[config.mk]
export PLATFORM = sky130hd
export DESIGN_NAME = servo_cmd_scheduler
export DESIGN_NICKNAME = d
export VERILOG_FILES = /design/src/rtl/servo_pkg.sv /design/src/rtl/servo_pwm_core.sv /design/src/rtl/servo_cmd_scheduler.sv
export SDC_FILE = /design/constraint.sdc
export NUM_CORES = 1
export LEC_CHECK = 0
export ABC_AREA = 0
export CAP_MARGIN = 10
export CORE_ASPECT_RATIO = 2
export CORE_MARGIN = 2
export CORE_UTILIZATION = 40
export DETAILED_ROUTE_END_ITERATION = 7
export DONT_BUFFER_PORTS = 1
export MAX_ROUTING_LAYER = met4
export PLACE_DENSITY_LB_ADDON = 0.2
export RECOVER_POWER = 50
export SLEW_MARGIN = 20
export SYNTH_ARGS = -nofsm -noshare
export SYNTH_HDL_FRONTEND = slang
export SYNTH_SLANG_ARGS = --single-unit
[constraint.sdc]
create_clock -name clock_clk -period 13.2 [get_ports clock_clk]
set_input_delay 1.32 -clock clock_clk [delete_from_list [all_inputs] [get_ports clock_clk]]
set_output_delay 1.32 -clock clock_clk [all_outputs]
set_load 0.01 [all_outputs]
[src/rtl/servo_pkg.sv]
// Shared constants, state type and clamp helper for the servo command scheduler.
package servo_pkg;

    localparam int unsigned PERIOD_CYCLES = 4000000;
    localparam int unsigned MIN_PULSE     = 200000;
    localparam int unsigned MAX_PULSE     = 400000;
    localparam int unsigned CENTER_PULSE  = 300000;
    localparam int unsigned STEP          = 2000;

    typedef enum logic {
        IDLE = 1'b0,
        RAMP = 1'b1
    } state_t;

    function automatic logic [31:0] clamp_pulse(
        input logic [31:0] pulse,
        input logic [31:0] lo,
        input logic [31:0] hi
    );
        if (pulse < lo)
            return lo;
        else if (pulse > hi)
            return hi;
        else
            return pulse;
    endfunction

endpackage

[src/rtl/servo_pwm_core.sv]
// Period counter and glitch-free registered PWM compare.
module servo_pwm_core
    import servo_pkg::*;
#(
    parameter int unsigned PERIOD_CYCLES = servo_pkg::PERIOD_CYCLES
) (
    input  logic        clock_clk,
    input  logic        reset_low,
    input  logic [31:0] cur_pulse_next,
    output logic        wrap,
    output logic        period_start,
    output logic        pwm_out
);

    logic [31:0] count;
    logic [31:0] count_next;

    assign wrap         = (count == 32'(PERIOD_CYCLES - 1));
    assign count_next   = wrap ? 32'd0 : count + 32'd1;
    assign period_start = (count == 32'd0);

    // Compare against next-state values so the output lines up with count.
    always_ff @(posedge clock_clk or negedge reset_low) begin
        if (!reset_low) begin
            count   <= 32'd0;
            pwm_out <= 1'b0;
        end else begin
            count   <= count_next;
            pwm_out <= (count_next < cur_pulse_next);
        end
    end

endmodule

[src/rtl/servo_cmd_scheduler.sv]
// Two-source servo target arbiter with clamp and per-period slew limiting.
module servo_cmd_scheduler
    import servo_pkg::*;
#(
    parameter int unsigned PERIOD_CYCLES = servo_pkg::PERIOD_CYCLES,
    parameter int unsigned MIN_PULSE     = servo_pkg::MIN_PULSE,
    parameter int unsigned MAX_PULSE     = servo_pkg::MAX_PULSE,
    parameter int unsigned CENTER_PULSE  = servo_pkg::CENTER_PULSE,
    parameter int unsigned STEP          = servo_pkg::STEP
) (
    input  logic        clock_clk,
    input  logic        reset_low,
    input  logic        req0_valid,
    input  logic [31:0] req0_pulse,
    output logic        req0_ready,
    input  logic        req1_valid,
    input  logic [31:0] req1_pulse,
    output logic        req1_ready,
    output logic [31:0] cur_pulse,
    output logic        at_target,
    output logic        grant_id,
    output logic        period_start,
    output logic        pwm_out
);

    state_t      state;
    state_t      state_next;
    logic [31:0] target;
    logic [31:0] target_next;
    logic [31:0] cur_next;
    logic [31:0] diff;
    logic [31:0] step_amt;
    logic        grant_next;
    logic        acc0;
    logic        acc1;
    logic        wrap;

    assign req1_ready = 1'b1;
    assign req0_ready = (state == IDLE) && !req1_valid;
    assign acc1       = req1_valid;
    assign acc0       = req0_valid && req0_ready;
    assign at_target  = (cur_pulse == target);

    assign diff     = (target > cur_pulse) ? target - cur_pulse
                                           : cur_pulse - target;
    assign step_amt = (diff < 32'(STEP)) ? diff : 32'(STEP);

    always_comb begin
        cur_next    = cur_pulse;
        target_next = target;
        grant_next  = grant_id;
        if (wrap && state == RAMP) begin
            if (target > cur_pulse)
                cur_next = cur_pulse + step_amt;
            else
                cur_next = cur_pulse - step_amt;
        end
        // A new target only influences the slew from the following wrap on.
        if (acc1) begin
            target_next = clamp_pulse(req1_pulse, 32'(MIN_PULSE), 32'(MAX_PULSE));
            grant_next  = 1'b1;
        end else if (acc0) begin
            target_next = clamp_pulse(req0_pulse, 32'(MIN_PULSE), 32'(MAX_PULSE));
            grant_next  = 1'b0;
        end
        state_next = (target_next != cur_next) ? RAMP : IDLE;
    end

    always_ff @(posedge clock_clk or negedge reset_low) begin
        if (!reset_low) begin
            state     <= IDLE;
            cur_pulse <= 32'(CENTER_PULSE);
            target    <= 32'(CENTER_PULSE);
            grant_id  <= 1'b0;
        end else begin
            state     <= state_next;
            cur_pulse <= cur_next;
            target    <= target_next;
            grant_id  <= grant_next;
        end
    end

    servo_pwm_core #(
        .PERIOD_CYCLES(PERIOD_CYCLES)
    ) u_pwm (
        .clock_clk     (clock_clk),
        .reset_low     (reset_low),
        .cur_pulse_next(cur_next),
        .wrap          (wrap),
        .period_start  (period_start),
        .pwm_out       (pwm_out)
    );

endmodule

Yosys cells after proc, flatten, opt, wreduce, memory -nomap -nowiden
Cells that the tools add are included.

Bits in registers: 99. Latch bits: 0. Bits in writable memories: 0. Memory bits (read-only): 0. Bits of input ports: 68. Output and inout port bits: 38. Logic and storage cells: 42. Memories kept: 0.

Add/sub/neg operators: 5. Multipliers: 0. Div/mod/pow operators: 0. Magnitude comparators: 7. Equal/unequal tests: 3. Shift-type cells: 0. Muxes and demuxes: 14. Bitwise gates (word level): 1. Reductions and logical operators: 6.

Operators by type and width (number): 2-to-1 mux 32 bit (11); subtractor 32 bit (3); greater-than comparator 32 x 19 -> 1 bit, second input constant (2); less-than comparator 32 x 18 -> 1 bit, second input constant (2); adder 32 x 1 -> 32 bit, second input constant (1); adder 32 bit (1); == test 32 x 22 -> 1 bit, second input constant (1); == test 32 bit (1); greater-than comparator 32 bit (1); logical NOT 32 bit (1); less-than comparator 32 x 11 -> 1 bit, second input constant (1); less-than comparator 32 bit (1); != test 32 bit (1); logical AND 1 bit (3); 2-to-1 mux 1 bit (3); nonzero test 2 bit (1); logical NOT 1 bit (1); inverter 1 bit (1).

Depth between registers and ports, before layout
Gate-level depths: netlist (run 1).

Word-level depth: 9. Depth in mapped cells: 46. Gate-level depth less buffers: 42.

Modules after synthesis
From an unflattened synthesis (run 1), not the netlist that was laid out.

Cells, all modules: 1601. Area, all modules: 12394.4 µm².

By module, submodules not included: servo_cmd_scheduler (times used 1, cells an instance 1344, area each 9998.3 µm², sequential area each 1671.6 µm²); servo_pwm_core (times used 1, cells an instance 257, area each 2396.0 µm², sequential area each 825.8 µm²).

Least setup slack after synthesis (run 1)
Ideal clock, no wire load.

Path type: register to register. Start point: reg cur_pulse[1]. End point: reg u_pwm.pwm_out. Library setup time: 0.128 ns. Data arrival time: 9.309 ns. Data required time: 13.072 ns. Setup slack: 3.763 ns. Stages on the path, launching flop included: 42. Path buffers: 3. Clock period less this slack: 9.437 ns. Cells stage by stage: dfrtp_1 -> inv_1 -> fa_1 -> a211o_1 -> a211o_1 -> a21oi_1 -> o2111a_1 -> clkbuf_1 -> a2111oi_0 -> a32o_1 -> or4b_1 -> nor4b_2 -> nand4_2 -> nor2_1 -> buf_2 -> buf_1 -> nand2_1 -> ha_1 -> [6 not listed] -> ha_1 -> a21oi_1 -> or3b_2 -> a31oi_1 -> o31ai_1 -> a211oi_1 -> o31ai_1 -> a21o_1 -> a21oi_1 -> nor2_1 -> mux2_4 -> xnor2_1 -> inv_1 -> ha_1 -> a21oi_1 -> or4_1 -> a211oi_1 -> nor3_1.

Longest elaborated chain between the ends: 8. Elaborated cells between the ends (all ways): 11. Those cells by class: add/sub (4); order compare (3); mux (4).

Ends and longest elaborated chain: start, declared (RTL line servo_cmd_scheduler.sv:19) `output logic [31:0] cur_pulse,`; start signal, assigned (RTL line servo_cmd_scheduler.sv:72) `cur_pulse <= 32'(CENTER_PULSE);`; start signal, assigned (RTL line servo_cmd_scheduler.sv:77) `cur_pulse <= cur_next;`; subtractor 32 bit, or another cell as far along (RTL line servo_cmd_scheduler.sv:45) `: cur_pulse - target;`; 2-to-1 mux 32 bit (RTL line servo_cmd_scheduler.sv:44) `assign diff = (target > cur_pulse) ? target - cur_pulse`; less-than comparator 32 x 11 -> 1 bit (RTL line servo_cmd_scheduler.sv:46) `assign step_amt = (diff < 32'(STEP)) ? diff : 32'(STEP);`; 2-to-1 mux 32 bit (RTL line servo_cmd_scheduler.sv:46); subtractor 32 bit / adder 32 bit (equally long branches) (RTL line servo_cmd_scheduler.sv:56, servo_cmd_scheduler.sv:54); 2-to-1 mux 32 bit (*) (RTL line servo_cmd_scheduler.sv:53) `if (target > cur_pulse)`; 2-to-1 mux 32 bit (*) (RTL line servo_cmd_scheduler.sv:52) `if (wrap && state == RAMP) begin`; via cur_next[31] (RTL line servo_cmd_scheduler.sv:30) `logic [31:0] cur_next;`; less-than comparator 32 bit (*) (RTL line servo_pwm_core.sv:29) `pwm_out <= (count_next < cur_pulse_next);`; end signal, assigned (RTL line servo_pwm_core.sv:29); end, declared (RTL line servo_pwm_core.sv:12) `output logic pwm_out`.

Mark *: on every way through the listed nets, which the timed path passes. The rest lies on a longest branch. A chain may end at the register's enable or synchronous reset.

Worst setup path after layout (run 1)
Start point: reg cur_pulse[18]. End point: reg u_pwm.pwm_out.

Same word-level chain as after synthesis.

==> impl_metrics.toml, run 1 <==
[route]
dr.pass1.iters = 6
drc = 0
viasPerCell = 6.57
num_vias = 12700
finalWirelength_mm = 50.3
drt-initial-drc-count = 943
wl_per_cell_um = 25.9
detail-route-antenna-nets = 0

[floorplan]
die_w_um = 128
die_area_um2 = 32200
start_util_pct = 40.6
dieHeight_um = 252
ioPinCount = 106
core_area_um2 = 30200
rows = 90

[clock_network]
cts_tree = "built"
clkSinkCount = 99
postCtsHoldBufs = 0
clk_path_buf_depth = 2
root_buffer = "clkbuf_16"
cts_resized = 0
htree_levels = 3
cts_made_buffers = 9
clk_pin_slew_ns = 0.07
post_cts_buffers = 0
clk_latency_ns = 0.36

[pwr]
p_int_mw = 0.490
power_mw = 0.654
combPwrFrac_pct = 9.7
swShare_pct = 25.1
switchingPower_mw = 0.164
vdd_drop_max_mv = 0.0742
power.density_nw_per_um2 = 50.9
leakagePower_nw = 5.58
p_seq_share_pct = 46.9
clkPwrFrac_pct = 43.3

[sta]
maxSlewViolCount = 27
finalCritPeriodShare_pct = 88.8
hold_viol_final = 0
worst_slew_pin_slew_ns = 1.80
rsz0062_at_grt = "false"
tns_ns = 0
clock.fmax_mhz = 85.3
relSlewSlack_pct = -19.8
clock_skew_ns = 0.0114
final-setup-viol-count = 0
period_minus_slack_ns = 11.72

[final_layout]
area_delta_synth_final_pct = 4.93
fin_nets = 1765
final_cell_mix = "163 x a21oi_1, 127 x nand2_1, 127 x ha_1"
drive_above_1_share_pct = 5.53
final_common_cell = "a21oi_1"
diodes = 0

[job]
maxCapViolations = 1

[logic_synthesis]
ys_warn_count = 0
ys.flop_type = "dfrtp_1"
async_reset_ff_share_pct = 100
ys_seq_area_share_pct = 20.4
ys_ff_latch = 99
syn_area_um2 = 12300
syn_avg_cell_area_um2 = 7.61
synth-edff-count = 0
syn-num-nets = 1810
synth_cell_types = 88
syn_inst = 1612

[setup_path]
end_kind = "register"
slowest_stage = "dfstp_2"
max_stage_delay_ns = 0.64
cp-start-kind = "register"
crit_arrival_ns = 11.95
crit_path_max_fanout = 21
crit_type = "register to register"
cp.required_ns = 13.43
crit_top_cell = "ha_1"

[run_status]
run_status = "finished with violations"
violations = "capacitance limit, slew limit"

[grt]
overflow = 0
antenna_found_initial = 0
grt_pass1_vias = 12800
grt_pass1_wl_mm = 76.2
track_usage_pct = 32.1
grt_max_degree = 100

[place]
io_buffer_count = 0
place_congestion = 1.05
dp_hpwl_mm = 41.6

[worst_hold_path]
min_path_type = "register to register"
-- worst max-delay path, delay by kind of cell, from the launching register on --
family	cells	cell delay (ns)
XOR/XNOR	2	0.38
AO/OA/AOI/OAI	13	3.59
multiplexers	1	0.29
buffers and inverters	4	0.76
flip-flops	1	0.64
adder cells (fa/ha/maj)	4	1.40
AND/OR/NAND/NOR	15	4.50
-- final timing paths --
kind | startpoint | to | slack [ns] | cells past startpoint
worst max-delay path | cur_pulse[18]$_DFF_PN1_ | u_pwm.pwm_out$_DFF_PN0_ | 1.48 | 39
worst min-delay path | u_pwm.count[0]$_DFF_PN0_ | u_pwm.count[0]$_DFF_PN0_ | 0.52 | 1
worst max register to register | cur_pulse[18]$_DFF_PN1_ | u_pwm.pwm_out$_DFF_PN0_ | 1.48 | 39
worst min register to register | u_pwm.count[0]$_DFF_PN0_ | u_pwm.count[0]$_DFF_PN0_ | 0.52 | 1
max in group asynchronous | reset_low | target[15]$_DFF_PN1_ | 12.26 | 0
min in group asynchronous | reset_low | grant_id$_DFFE_PN0P_ | 0.66 | 0
-- layer usage --
metal | GRT usage, % | vias up | wire, µm
met5 | - | - | 0
met4 | 20.6 | 0 | 3850
met3 | 2.91 | 167 | 1840
met2 | 57.6 | 484 | 26300
met1 | 33.2 | 6214 | 18400
li1 | - | 5877 | -
-- power by group through the flow --
stage / combinational, mW / clock, mW / sequential (mW)
2_1_floorplan: 0.0452 / 0 / 0.312
3_3_place_gp: 0.0624 / 0 / 0.313
3_5_place_dp: 0.0622 / 0 / 0.313
4_1_cts: 0.0625 / 0.293 / 0.307
5_1_grt: 0.0687 / 0.299 / 0.307
6_report: 0.0638 / 0.283 / 0.307
-- synthesized netlist by cell type (10+ instances only) --
master,count,area [µm²]
or4_1,14,105
o21ai_0,106,531
ha_1,127,1590
a21oi_1,163,816
a21boi_0,13,97.6
a31oi_1,24,150
xnor2_1,65,569
or3_1,10,62.6
a2111oi_0,12,105
nand4_1,36,225
inv_1,118,443
clkbuf_1,48,180
a21o_1,42,315
nor2b_1,24,150
a31o_2,16,140
nand3_1,46,230
nor3_1,39,195
dfstp_2,16,420
nand2_1,127,477
and3_1,14,87.6
a211oi_1,14,105
o22ai_1,11,68.8
o31ai_1,10,75.1
and2_1,13,81.3
o21a_1,25,188
xor2_1,46,403
dfrtp_1,83,2080
nor2_1,114,428
nor4_1,32,200
o211ai_1,21,158
buf_2,14,70.1
-- per-stage QoR --
| stage | cells | hold slack (ns) | area, µm² | utilization, % | worst slack [ns] |
|---|---|---|---|---|---|
| floorplan | 1612 | 0.463 | 12300 | - | 3.76 |
| global placement | 1924 | 0.495 | 12600 | 41.6 | 1.68 |
| detailed placement | 1924 | 0.501 | 12600 | 41.6 | 1.61 |
| CTS | 1940 | 0.514 | 12900 | 42.6 | 1.54 |
| global route | 1940 | 0.551 | 12900 | 42.6 | 0.695 |
| finish | 1940 | 0.517 | 12900 | 42.6 | 1.48 |
-- sequential cells by signal, indices dropped and copies added, names as in the netlist --
register,cells
grant_id,1
state,1
u_pwm.pwm_out,1
cur_pulse,32
u_pwm.count,32
target,32
-- layout make-up --
cell class	instances	area, µm²
inverter	118	443
timing repair buffer	13	93.8
multi-input combinational	1326	9060
sequential	99	2500
tap	368	460
clock buffer	13	270
clock inverter	3	45.0
fill	3185	17300
-- kinds of logic after synthesis --
kind of cell | after synthesis | synth area share, %
multiplexers | 5 | 0.449
XOR/XNOR | 112 | 8.11
other | 1 | 0.0306
flip-flops | 99 | 20.4
AO/OA/AOI/OAI | 553 | 29.6
AND/OR/NAND/NOR | 525 | 22.1
buffers and inverters | 187 | 5.90
adder cells (fa/ha/maj) | 130 | 13.4
Note: power is estimated with default switching activity, not from simulation.
==> run 2: changes to the inputs <==
ABC_CLOCK_PERIOD_IN_PS = 12800   (was default)
SLEW_MARGIN = default   (was 20)
clock period = 12.8 ns   (was 13.2 ns; I/O delays follow)
==> impl_metrics.toml, run 2 (synthesis results as in run 1) <==
[grt]
antenna_found_initial = 0
grtUsageMet2_pct = 58.9
grt_pass1_vias = 12900
track_usage_pct = 33.2
grt_pass1_wl_mm = 78.2
grtUsageMet3_pct = 3.29
use_met1_pct = 34.1
top_usage_layer = "met2"
overflow = 0
grt_max_degree = 100

[sta]
worst_slew_pin_slew_ns = 1.44
relSlewSlack_pct = 4.26
maxSlewViolCount = 0
final-setup-viol-count = 0
tns_ns = 0
rsz0062_at_grt = "false"
hold_viol_final = 0
finalCritPeriodShare_pct = 88.3
clock_skew_ns = 0.0119
clock.fmax_mhz = 88.5
setup_slack_ns = 1.50
period_minus_slack_ns = 11.30

[route]
dr.pass1.iters = 6
viasPerCell = 6.60
wl_per_cell_um = 26.9
drt-initial-drc-count = 1192
finalWirelength_mm = 52.3
num_vias = 12900
drc = 0
detail-route-antenna-nets = 0

[clock_network]
clk_latency_ns = 0.38
clkSinkCount = 99
clk_path_buf_depth = 2
cts_resized = 0
clk_pin_slew_ns = 0.08
post_cts_buffers = 0
cts_made_buffers = 9
postCtsHoldBufs = 0
htree_levels = 3
cts_tree = "built"
root_buffer = "clkbuf_16"

[final_layout]
final_common_cell = "a21oi_1"
drive_above_1_share_pct = 6.14
top_regs = "cur_pulse (32), target (32), u_pwm.count (32)"
fin_area_um2 = 12900
final_cell_mix = "163 x a21oi_1, 127 x nand2_1, 127 x ha_1"
fin_nets = 1774
area_delta_synth_final_pct = 5.42
diodes = 0

[setup_path]
end_kind = "register"
crit_path_max_fanout = 32
cp.required_ns = 13.03
reg2reg_from = "cur_pulse[12]$_DFF_PN1_"
crit_type = "register to register"
crit_top_cell = "nand4_1"
max_stage_delay_ns = 1.04
crit_path_start = "cur_pulse[12]$_DFF_PN1_"
slowest_stage = "nor4_2"
cp-start-kind = "register"
crit_arrival_ns = 11.52

[worst_hold_path]
min_path_type = "register to register"
hold_start = "u_pwm.count[29]$_DFF_PN0_"

[floorplan]
dieHeight_um = 252
core_area_um2 = 30200
ioPinCount = 106
start_util_pct = 40.6
die_w_um = 128
die_area_um2 = 32200
rows = 90

[pwr]
vdd_drop_max_mv = 0.0805
power.density_nw_per_um2 = 52.8
swShare_pct = 27.0
p_int_mw = 0.498
p_seq_share_pct = 46.4
switchingPower_mw = 0.184
clkPwrFrac_pct = 43.6
leakagePower_nw = 5.62
combPwrFrac_pct = 10.0

[place]
dp_hpwl_mm = 43.2
io_buffer_count = 0
placed_cell_area_um2 = 12600
dpl_worst_slack_ns = 1.78
place_congestion = 0.992

[run_status]
run_status = "finished clean"

[job]
maxCapViolations = 0
-- run 2: cell types whose count changed in the layout (fill, tap and decap cells not counted), sizes merged --
cell,previous run,this run
buf,12,20
clkinvlp,2,3
clkbuf,14,12
inv,118,120
-- run 2: power groups by stage --
stage | registers, mW | clock network (mW) | logic (mW)
finish | 0.317 | 0.297 | 0.0682
floorplan | 0.322 | 0 | 0.0466
detailed placement | 0.322 | 0 | 0.0666
global placement | 0.322 | 0 | 0.0674
global route | 0.317 | 0.312 | 0.0732
CTS | 0.316 | 0.302 | 0.0669
-- run 2: area by class of cell --
class / count / area (µm²)
sequential: 99 / 2500
timing repair buffer: 22 / 158
multi-input combinational: 1326 / 9060
inverter: 118 / 443
fill: 3154 / 17300
tap: 368 / 460
clock inverter: 6 / 72.6
clock buffer: 10 / 239
-- run 2: per-layer routing --
layer	vias to the layer above	wire length, µm
met5	-	0
li1	5897	-
met1	6236	18700
met3	205	2100
met2	535	27100
met4	0	4450
-- run 2: through the flow --
stage / hold WS (ns) / std cells / utilization, % / total power, mW
after floorplan: 0.463 / 1612 / - / 0.368
after global placement: 0.502 / 1933 / 41.8 / 0.390
after detailed placement: 0.504 / 1933 / 41.8 / 0.389
after CTS: 0.520 / 1949 / 42.9 / 0.685
after global routing: 0.546 / 1949 / 42.8 / 0.702
final: 0.525 / 1949 / 42.8 / 0.682
-- run 2: final timing paths --
check / to / slack [ns] / cells past startpoint
max: state$_DFF_PN0_ / 1.50 / 35
min: u_pwm.count[29]$_DFF_PN0_ / 0.52 / 1
max in group asynchronous: cur_pulse[18]$_DFF_PN1_ / 11.94 / 0
min reg2reg: u_pwm.count[29]$_DFF_PN0_ / 0.52 / 1
min in group asynchronous: grant_id$_DFFE_PN0P_ / 0.59 / 0
max reg2reg: state$_DFF_PN0_ / 1.50 / 35
-- run 2: critical path: cells and delay by family (launching register included) --
| kind | cells | cell delay (ns) |
|---|---|---|
| and+or+nand+nor | 15 | 4.91 |
| AOI/OAI and AO/OA | 10 | 2.87 |
| adders and majority gates | 3 | 1.15 |
| buffers and inverters | 4 | 0.95 |
| DFF | 1 | 0.62 |
| xor gates and xnor gates | 3 | 0.59 |
==> run 3: changes to the inputs <==
CORE_MARGIN = default   (was 2)
CORE_UTILIZATION = 57   (was 40)
PLACE_DENSITY = 0.72   (was default)
PLACE_DENSITY_LB_ADDON = default   (was 0.2)
==> impl_metrics.toml, run 3 (synthesis results as in run 1) <==
[sta]
maxSlewViolCount = 27
setup_slack_ns = 0.870
finalCritPeriodShare_pct = 93.2
tns_ns = 0
worst_slew_pin_slew_ns = 1.67
rsz0062_at_grt = "false"
hold_ws_ns = 0.515
period_minus_slack_ns = 11.93
relSlewSlack_pct = -11.5
hold_viol_final = 0
final-setup-viol-count = 0
clock_skew_ns = 0.00977
clock.fmax_mhz = 83.8

[final_layout]
final_cell_mix = "163 x a21oi_1, 127 x nand2_1, 127 x ha_1"
fin_area_um2 = 12700
fin_util_pct = 60.6
final_common_cell = "a21oi_1"
diodes = 0
fin_nets = 1766
top_regs = "cur_pulse (32), target (32), u_pwm.count (32)"
area_delta_synth_final_pct = 3.88
drive_above_1_share_pct = 5.59

[clock_network]
clk_path_buf_depth = 2
cts_made_buffers = 9
postCtsHoldBufs = 0
cts_tree = "built"
clk_latency_ns = 0.37
clk_pin_slew_ns = 0.07
post_cts_buffers = 0
cts_resized = 0
clkSinkCount = 99
root_buffer = "clkbuf_16"
htree_levels = 3

[grt]
track_usage_pct = 45.6
grt_pass1_wl_mm = 74.4
overflow = 0
grt_pass1_vias = 13000
antenna_found_initial = 0
grt_max_degree = 100

[route]
num_vias = 13100
finalWirelength_mm = 48.7
drc = 0
detail-route-antenna-nets = 0
drt-initial-drc-count = 1264
wl_per_cell_um = 26.4
dr.pass1.iters = 7
viasPerCell = 7.14

[setup_path]
crit_path_max_fanout = 20
cp-start-kind = "register"
end_kind = "register"
crit_type = "register to register"
crit_top_cell = "o21ai_0"
slowest_stage = "o21ai_0"
crit_arrival_ns = 12.18
cp.required_ns = 13.04
max_stage_delay_ns = 0.93

[place]
place_congestion = 1.09
placed_cell_area_um2 = 12400
dpl_worst_slack_ns = 1.37
io_buffer_count = 0
dp_hpwl_mm = 39.2

[floorplan]
dieHeight_um = 209
core_area_um2 = 21000
rows = 75
ioPinCount = 106
die_w_um = 106
start_util_pct = 58.3
die_area_um2 = 22100

[pwr]
p_int_mw = 0.496
clkPwrFrac_pct = 42.6
switchingPower_mw = 0.171
p_seq_share_pct = 47.5
swShare_pct = 25.6
combPwrFrac_pct = 9.9
vdd_drop_max_mv = 0.0791
leakagePower_nw = 5.58
power.density_nw_per_um2 = 52.4

[job]
maxCapViolations = 1

[run_status]
run_status = "finished with violations"
violations = "capacitance limit, slew limit"

[worst_hold_path]
min_path_type = "register to register"
run 3: layout make-up:
cell class / count / area (µm²)
clock inverters: 5 / 60.1
inverters: 118 / 443
flip-flops and latches: 99 / 2500
clock buffers: 11 / 243
repair buffers: 14 / 101
well taps: 269 / 337
fillers: 1973 / 8280
multi-input cells: 1326 / 9060
run 3: per-stage QoR:
| stage | total power [mW] | cells |
|---|---|---|
| floorplan | 0.368 | 1612 |
| global placement | 0.386 | 1826 |
| detailed placement | 0.386 | 1826 |
| CTS | 0.665 | 1842 |
| global route | 0.682 | 1842 |
| finish | 0.667 | 1842 |
run 3: final timing paths:
path / startpoint / slack (ns) / to / depth (start not counted)
min in group asynchronous: reset_low / 0.60 / target[4]$_DFF_PN0_ / 0
max reg2reg: cur_pulse[27]$_DFF_PN0_ / 0.87 / state$_DFF_PN0_ / 29
min: u_pwm.count[31]$_DFF_PN0_ / 0.52 / u_pwm.count[31]$_DFF_PN0_ / 1
max: cur_pulse[27]$_DFF_PN0_ / 0.87 / state$_DFF_PN0_ / 29
max in group asynchronous: reset_low / 11.93 / cur_pulse[18]$_DFF_PN1_ / 0
min reg2reg: u_pwm.count[31]$_DFF_PN0_ / 0.52 / u_pwm.count[31]$_DFF_PN0_ / 1
run 3: per-layer routing:
metal | vias up | wire, µm | global-route usage (%)
met3 | 240 | 3090 | 6.34
li1 | 5873 | - | -
met4 | 0 | 4770 | 37.7
met5 | - | 0 | -
met1 | 6300 | 16900 | 47.0
met2 | 735 | 23900 | 76.2
run 3: critical path, delay by kind of cell (launching register included):
family / cells / cell delay, ns
adder cells (fa/ha/maj): 2 / 0.88
AO/OA/AOI/OAI: 14 / 6.08
AND/OR/NAND/NOR: 9 / 3.61
buffers and inverters: 2 / 0.33
flip-flops: 1 / 0.54
XOR/XNOR: 2 / 0.34
run 3: power by group through the flow:
stage	combinational [mW]	sequential [mW]	clock, mW
floorplan	0.0466	0.322	0
global placement	0.0634	0.323	0
detailed placement	0.0634	0.323	0
CTS	0.0637	0.317	0.284
global route	0.0704	0.317	0.295
finish	0.0660	0.317	0.284
